===== src/rtl/async_mem_wb_arbiter.sv =====
// async_mem_wb_arbiter: round-robin arbiter that lets NM Wishbone masters share
// one async-memory slave port. Each grant covers exactly one transfer. A
// one-cycle release gap follows every transfer. A per-transfer watchdog turns a
// hung access into an error pulse, then drains the slave for DRAIN cycles.
module async_mem_wb_arbiter #(
   parameter int NM    = 2,
   parameter int TO_W  = 8,
   parameter int DRAIN = 16
) (
   input  logic              wb_clk_i,
   input  logic              wb_rst_n_i,
   input  logic [NM-1:0]     m_cyc_i,
   input  logic [NM-1:0]     m_stb_i,
   input  logic [NM-1:0]     m_we_i,
   input  logic [NM*32-1:0]  m_adr_i,
   input  logic [NM*32-1:0]  m_dat_i,
   input  logic [NM*4-1:0]   m_sel_i,
   output logic [31:0]       m_dat_o,
   output logic [NM-1:0]     m_ack_o,
   output logic [NM-1:0]     m_err_o,
   output logic              s_cyc_o,
   output logic              s_stb_o,
   output logic              s_we_o,
   output logic [31:0]       s_adr_o,
   output logic [31:0]       s_dat_o,
   output logic [3:0]        s_sel_o,
   input  logic [31:0]       s_dat_i,
   input  logic              s_ack_i,
   input  logic [TO_W-1:0]   timeout_i,
   output logic [NM-1:0]     gnt_o,
   output logic              busy_o
);

   localparam int IW = (NM > 1) ? $clog2(NM) : 1;
   // The drain counter only has to hold DRAIN-1.
   localparam int DW = (DRAIN > 1) ? $clog2(DRAIN) : 1;

   typedef enum logic [1:0] {
      IDLE    = 2'd0,
      BUSY    = 2'd1,
      GAP     = 2'd2,
      HOLDOFF = 2'd3
   } state_t;

   state_t            state_q, state_d;
   logic [NM-1:0]     gnt_q, gnt_d;
   logic [IW-1:0]     last_q, last_d;
   logic [TO_W-1:0]   wdog_q, wdog_d;
   logic [DW-1:0]     drain_q, drain_d;
   logic              busy_q, busy_d;

   logic [31:0]       adr_hold_q, adr_hold_d;
   logic [31:0]       dat_hold_q, dat_hold_d;
   logic [3:0]        sel_hold_q, sel_hold_d;
   logic              we_hold_q, we_hold_d;

   logic [NM-1:0]     req;
   logic [31:0]       adr_a [NM];
   logic [31:0]       dat_a [NM];
   logic [3:0]        sel_a [NM];
   logic              win_found;
   logic [IW-1:0]     win_idx;
   logic              bus_on;
   logic [NM-1:0]     ack_c, err_c;
   logic              cur_cyc, cur_stb, cur_we;
   logic [31:0]       cur_adr, cur_dat;
   logic [3:0]        cur_sel;

   assign req = m_cyc_i & m_stb_i;

   // Unpack the flat master buses so the granted master can be picked by index.
   always_comb begin
      for (int k = 0; k < NM; k++) begin
         adr_a[k] = m_adr_i[32*k +: 32];
         dat_a[k] = m_dat_i[32*k +: 32];
         sel_a[k] = m_sel_i[4*k +: 4];
      end
   end

   // last_q always names the most recently granted master, so it doubles as the mux select.
   assign cur_cyc = m_cyc_i[last_q];
   assign cur_stb = m_stb_i[last_q];
   assign cur_we  = m_we_i[last_q];
   assign cur_adr = adr_a[last_q];
   assign cur_dat = dat_a[last_q];
   assign cur_sel = sel_a[last_q];

   // Round-robin search starting just after the last winner.
   always_comb begin
      int j;
      win_found = 1'b0;
      win_idx   = '0;
      j         = 0;
      for (int i = 1; i <= NM; i++) begin
         j = int'(last_q) + i;
         if (j >= NM) j = j - NM;
         if (!win_found && req[IW'(j)]) begin
            win_found = 1'b1;
            win_idx   = IW'(j);
         end
      end
   end

   // Next-state logic plus the combinational ack/err routing of the current state.
   always_comb begin
      state_d = state_q;
      gnt_d   = gnt_q;
      last_d  = last_q;
      wdog_d  = wdog_q;
      drain_d = drain_q;
      ack_c   = '0;
      err_c   = '0;
      bus_on  = 1'b0;
      case (state_q)
         IDLE: begin
            gnt_d = '0;
            if (win_found) begin
               gnt_d[win_idx] = 1'b1;
               last_d         = win_idx;
               wdog_d         = timeout_i;
               state_d        = BUSY;
            end
         end
         BUSY: begin
            bus_on = 1'b1;
            // A zero load never reaches 1, which is how a zero limit disables the watchdog.
            if (wdog_q != '0) wdog_d = wdog_q - TO_W'(1);
            if (s_ack_i) begin
               ack_c   = gnt_q;
               state_d = GAP;
            end else if (!cur_cyc) begin
               gnt_d   = '0;
               state_d = IDLE;
            end else if (wdog_q == TO_W'(1)) begin
               err_c   = gnt_q;
               drain_d = DW'(DRAIN - 1);
               state_d = HOLDOFF;
            end
         end
         GAP: begin
            gnt_d   = '0;
            state_d = IDLE;
         end
         HOLDOFF: begin
            // Late slave acks are simply not routed anywhere while draining.
            if (drain_q == '0) begin
               gnt_d   = '0;
               state_d = IDLE;
            end else begin
               drain_d = drain_q - DW'(1);
            end
         end
         default: begin
            gnt_d   = '0;
            state_d = IDLE;
         end
      endcase
      busy_d = (state_d != IDLE);
   end

   // Slave-side data lines follow the granted master during BUSY and hold otherwise.
   always_comb begin
      adr_hold_d = bus_on ? cur_adr : adr_hold_q;
      dat_hold_d = bus_on ? cur_dat : dat_hold_q;
      sel_hold_d = bus_on ? cur_sel : sel_hold_q;
      we_hold_d  = bus_on ? cur_we  : we_hold_q;
   end

   // Arbiter FSM and its registered outputs.
   always_ff @(posedge wb_clk_i or negedge wb_rst_n_i) begin
      if (!wb_rst_n_i) begin
         state_q <= IDLE;
         gnt_q   <= '0;
         last_q  <= IW'(NM - 1);
         wdog_q  <= '0;
         drain_q <= '0;
         busy_q  <= 1'b0;
      end else begin
         state_q <= state_d;
         gnt_q   <= gnt_d;
         last_q  <= last_d;
         wdog_q  <= wdog_d;
         drain_q <= drain_d;
         busy_q  <= busy_d;
      end
   end

   // Held copy of the last granted master's request fields (datapath, no reset).
   always_ff @(posedge wb_clk_i) begin
      adr_hold_q <= adr_hold_d;
      dat_hold_q <= dat_hold_d;
      sel_hold_q <= sel_hold_d;
      we_hold_q  <= we_hold_d;
   end

   assign s_cyc_o = bus_on & cur_cyc;
   assign s_stb_o = bus_on & cur_stb;
   assign s_adr_o = adr_hold_d;
   assign s_dat_o = dat_hold_d;
   assign s_sel_o = sel_hold_d;
   assign s_we_o  = we_hold_d;
   assign m_dat_o = s_dat_i;
   assign m_ack_o = ack_c;
   assign m_err_o = err_c;
   assign gnt_o   = gnt_q;
   assign busy_o  = busy_q;

endmodule


===== config.mk =====
export PLATFORM = sky130hd
export DESIGN_NAME = async_mem_wb_arbiter
export DESIGN_NICKNAME = d
export VERILOG_FILES = /design/src/rtl/async_mem_wb_arbiter.sv
export SDC_FILE = /design/constraint.sdc
export NUM_CORES = 1
export LEC_CHECK = 0
export ABC_CLOCK_PERIOD_IN_PS = 4150
export CORE_AREA = 4 4 113 115
export DETAILED_ROUTE_END_ITERATION = 16
export DIE_AREA = 0 0 117 119
export GPL_ROUTABILITY_DRIVEN = 1
export GPL_TIMING_DRIVEN = 0
export PLACE_DENSITY = 0.92
export RECOVER_POWER = 25
export SLEW_MARGIN = 20
export SYNTH_ARGS = -nofsm -noshare
export SYNTH_HDL_FRONTEND = slang
export SYNTH_SLANG_ARGS = --single-unit

===== constraint.sdc =====
create_clock -name wb_clk_i -period 4.15 [get_ports wb_clk_i]
set_input_delay 1.0375 -clock wb_clk_i [delete_from_list [all_inputs] [get_ports wb_clk_i]]
set_output_delay 1.0375 -clock wb_clk_i [all_outputs]
set_load 0.01 [all_outputs]

==> out/summary.txt <==
CLOCK NETWORK
-----------------------------------------------------------------------------------------------------
Clock insertion delay at the later pin of the skew report                                      340 ps
Clock buffer count from CTS                                                                         9
Total setup buffers inserted after CTS                                                              0
Number of gates resized after cts                                                                   0
Root buffer cell                                                                            clkbuf_16
Clock net sink count                                                                               87
Clock Path Buffers                                                                                  2
Hold buffer count at CTS                                                                            0
Clock tree from TritonCTS                                                                        done
Clk slew on worst S/H paths                                                                     60 ps
Number of H-tree levels                                                                             3

GRT
-----------------------------------------------------------------------------------------------------
Vias in the first global route                                                                  4,527
Antenna violations before repair                                                                    0
GR Util All Layers                                                                              20.4%
Overall overflow remaining after global route                                                       0
Global-route wire length before repair                                                      22,300 µm
Maximum number of pins on one net before global-route repair                                       19

FLOORPLAN
-----------------------------------------------------------------------------------------------------
Area inside the core boundary                                                              11,800 µm²
Horizontal extent of the die                                                                   117 µm
Effective utilization at floorplan                                                              35.0%
Floorplan die area                                                                         13,900 µm²
Core Rows                                                                                          40
Number of ports placed on the die boundary                                                        295
Die outline height                                                                             119 µm

FINISH
-----------------------------------------------------------------------------------------------------
Number of nets in the layout                                                                      915
Area Growth Syn to Fin                                                                          74.7%
Ant diodes                                                                                          0
Finished Core Util                                                                              61.1%
Fraction of final layout cells with drive strength greater than 1                               9.44%

WORST SETUP PATH
-----------------------------------------------------------------------------------------------------
Critical Path AT                                                                              2950 ps
Critical-path maximum fanout                                                                       10
Data required, critical path                                                                  3110 ps
Worst reg2reg startpoint                                                                       last_q
Path depth of the worst reg2reg path                                                                4
Crit path buffers/inverters                                                                         3
CP Capture Type                                                                           output port
Critical path start-end classification                                                   flop to output port
Largest incremental delay on the critical path                                                 620 ps
Cell type group with the largest total delay on the critical path                        buffers and inverters
R2r setup slk                                                                                 2000 ps
Series of cell instances along the critical path                                         clkbuf_1, buf_2, mux2i_1, o21ai_0, clkdlybuf4s50_1
Highest-delay cell along the critical path                                               clkdlybuf4s50_1
Capture instance of the worst register-to-register path                                  dat_hold_q[9]
Critical Path Start Type                                                                         flop

POWER
-----------------------------------------------------------------------------------------------------
Total power per unit cell area                                                             677 nW/µm²
Peak ir drop on the vdd network                                                              0.329 mV
Leakage power                                                                                 3.13 nW

DETAILED ROUTING
-----------------------------------------------------------------------------------------------------
DRT iter0 DRCs                                                                                    227
Post-route antenna net violation count                                                              0
DRC violations left                                                                                 0
Vias after detailed routing                                                                     4,291
First-pass iteration count of the detailed router                                                   4
Post-Route WL                                                                               14,500 µm
Post-DR wirelength/cell                                                                       16.5 µm
Routed vias/inst                                                                                 4.89

SYNTH
-----------------------------------------------------------------------------------------------------
Combinational family with the most area after synthesis                                  multiplexers
Post-synthesis share of cell area spent on full adders, half adders and majority gates          1.21%
Synth Cell Area                                                                              4130 µm²
Syn Area/Cell                                                                                9.13 µm²
Post-synthesis register bit count                                                                  87
Gate count after technology mapping                                                               453
YS warnings                                                                                         0
Simple-gate area share of the yosys netlist                                                     13.1%
Fraction of synthesized cell area in xor and xnor cells                                        0.847%
Net count of the mapped netlist                                                                   642
Cell variety after synth                                                                           41
Multiplexer area fraction after synthesis                                                       17.4%
Compound-cell area share of the yosys netlist                                                   13.5%
Share of the yosys chip area belonging to registers                                             44.3%

STATUS
-----------------------------------------------------------------------------------------------------
Status                                                                                      completed

HOLD PATH
-----------------------------------------------------------------------------------------------------
Cell depth of the worst hold path                                                                   2
Worst hold path type                                                                     flop to flop
Startpoint of the tightest hold check path                                                  we_hold_q
Worst Hold Path EP                                                                          we_hold_q

TIMING
-----------------------------------------------------------------------------------------------------
Max-slew violation total from the final report                                                      0
Total negative slack for setup checks                                                            0 ps
Final count of hold timing violations                                                               0
Highest clock frequency the design can meet                                                   251 MHz
Shortest period the worst path allows                                                         3990 ps
Clock skew                                                                                    6.15 ps
Final Cycle Share                                                                               96.1%
Final-report setup violation count                                                                  0
RSZ-0062 raised after global routing                                                               no
Transition time of the tightest slew-check pin                                                 818 ps
Slew HR                                                                                         45.3%

PLACED DESIGN
-----------------------------------------------------------------------------------------------------
Routability-driven placement congestion ratio                                                   0.848
Hpwl dp                                                                                     11,800 µm
Port bufs                                                                                         262

FLOW RUN
-----------------------------------------------------------------------------------------------------
Number of max-capacitance violations reported                                                       0

==> synth_stat cells <==
cell type   n  share of area [%]
buf_2      17                2.1
nand2b_1    1               0.15
nand3_1     3               0.36
a22oi_1     3               0.54
nand2_1    76                6.9
a2bb2oi_1   1               0.21
xnor2_1     3               0.64
or3_1       2               0.30
and3_1      4               0.61
nor4b_4     1               0.57
a31oi_1     3               0.45
clkbuf_1    8               0.73
o21ai_1    53                6.4
buf_4      32                5.8
o22ai_1     2               0.30
o221ai_1    2               0.42
inv_1       9               0.82
a21o_1      2               0.36
nor4b_1     1               0.21
a21oi_1     4               0.48
nand4_1     2               0.30
buf_1       2               0.18
nor3_1      6               0.73
a41oi_2     1               0.39
a22o_1      1               0.21
dfstp_2     1               0.64
a211o_1     1               0.21
xor2_1      1               0.21
or4_4       1               0.27
ha_1        4                1.2
and4_1      2               0.42
o2bb2ai_1   2               0.42
nor2_1     16                1.5
o211ai_1    1               0.18
dfrtp_1    17                 10
nand3b_1    2               0.36
mux2i_1    72                 17
dfxtp_1    69                 33
nor2b_1     3               0.45
o21ai_0    21                2.5
o211ai_2    1               0.30
==> sequential cells by signal, indices dropped and copies added (netlist names) <==
| signal | count |
|---|---|
| state_q | 2 |
| adr_hold_q | 32 |
| gnt_o | 2 |
| wdog_q | 8 |
| dat_hold_q | 32 |
| we_hold_q | 1 |
| last_q | 1 |
| busy_o | 1 |
| sel_hold_q | 4 |
| drain_q | 4 |
==> power by group <==
part / switching (W) / internal, W
Sequential: 0.000169 / 0.00126
Combinational: 0.00132 / 0.00134
Clock: 0.000339 / 0.000468
Total: 0.00182 / 0.00307
==> logic make-up (layout without fill, tap and decap cells) <==
logic type | Yosys count | in the layout
AOI/OAI and AO/OA | 98 | 98
xor gates and xnor gates | 4 | 4
adders and majority gates | 4 | 4
buffers and inverters | 68 | 346
DFF | 87 | 87
muxes | 72 | 72
and+or+nand+nor | 120 | 120
==> per-layer routing <==
| layer | global-route usage (%) | vias to the layer above | part of all wire, % |
|---|---|---|---|
| met1 | 22.0 | 1964 | 36 |
| li1 | - | 2080 | - |
| met4 | 7.10 | 0 | 2.1 |
| met2 | 36.6 | 218 | 52 |
| met5 | 0 | - | 0 |
| met3 | 6.76 | 29 | 9.8 |
==> tightest hold or removal path, stage by stage, from the launching register on <==
cell and delay (ps):
dfxtp_1 300, nand2_1 40, o21ai_1 60
==> cells in the final DEF (no fill, tap or decap), types with 6 or more instances in the layout <==
cell / Yosys / routed
clkdlybuf4s50_1: 0 / 260
clkbuf_1: 8 / 9
inv_1: 9 / 9
dfrtp_1: 17 / 17
buf_2: 17 / 17
mux2i_1: 72 / 72
nor3_1: 6 / 6
o21ai_0: 21 / 43
dfxtp_1: 69 / 69
buf_4: 32 / 32
nand2_1: 76 / 76
clkbuf_16: 0 / 9
o21ai_1: 53 / 31
nor2_1: 16 / 16
==> per-stage QoR <==
| step | total power [W] | std cells | setup WS (ps) | hold WS [ps] | area [µm²] |
|---|---|---|---|---|---|
| floorplan | 0.00278 | 453 | 1440 | 468 | 4130 |
| global placement | 0.00405 | 862 | 342 | 440 | 6940 |
| detailed placement | 0.00414 | 862 | 345 | 445 | 6940 |
| CTS | 0.00497 | 878 | 156 | 454 | 7240 |
| global route | 0.00523 | 878 | 45.2 | 477 | 7220 |
| finish | 0.00489 | 878 | 161 | 455 | 7220 |
==> final cells by class <==
class / instances / area [µm²]
flip-flops and latches: 87 / 1830
repair buffers: 262 / 2620
plain buffers: 59 / 363
multi-input cells: 298 / 1890
clock buffers: 9 / 225
inverters: 9 / 33.8
well taps: 147 / 184
clock inverters: 7 / 71.3
fillers: 964 / 4590
==> worst max path at each step <==
stage / depth (start not counted) / to / start / slack, ps
floorplan: 3 / m_err_o[0] / m_cyc_i[1] / 1440
global placement: 5 / m_err_o[1] / m_cyc_i[0] / 340
detailed placement: 5 / m_err_o[0] / m_cyc_i[0] / 350
CTS: 5 / s_dat_o[8] / last_q / 160
global route: 5 / s_dat_o[8] / last_q / 50
finish: 5 / s_dat_o[8] / last_q / 160
Note: power is estimated with default switching activity, not from simulation.
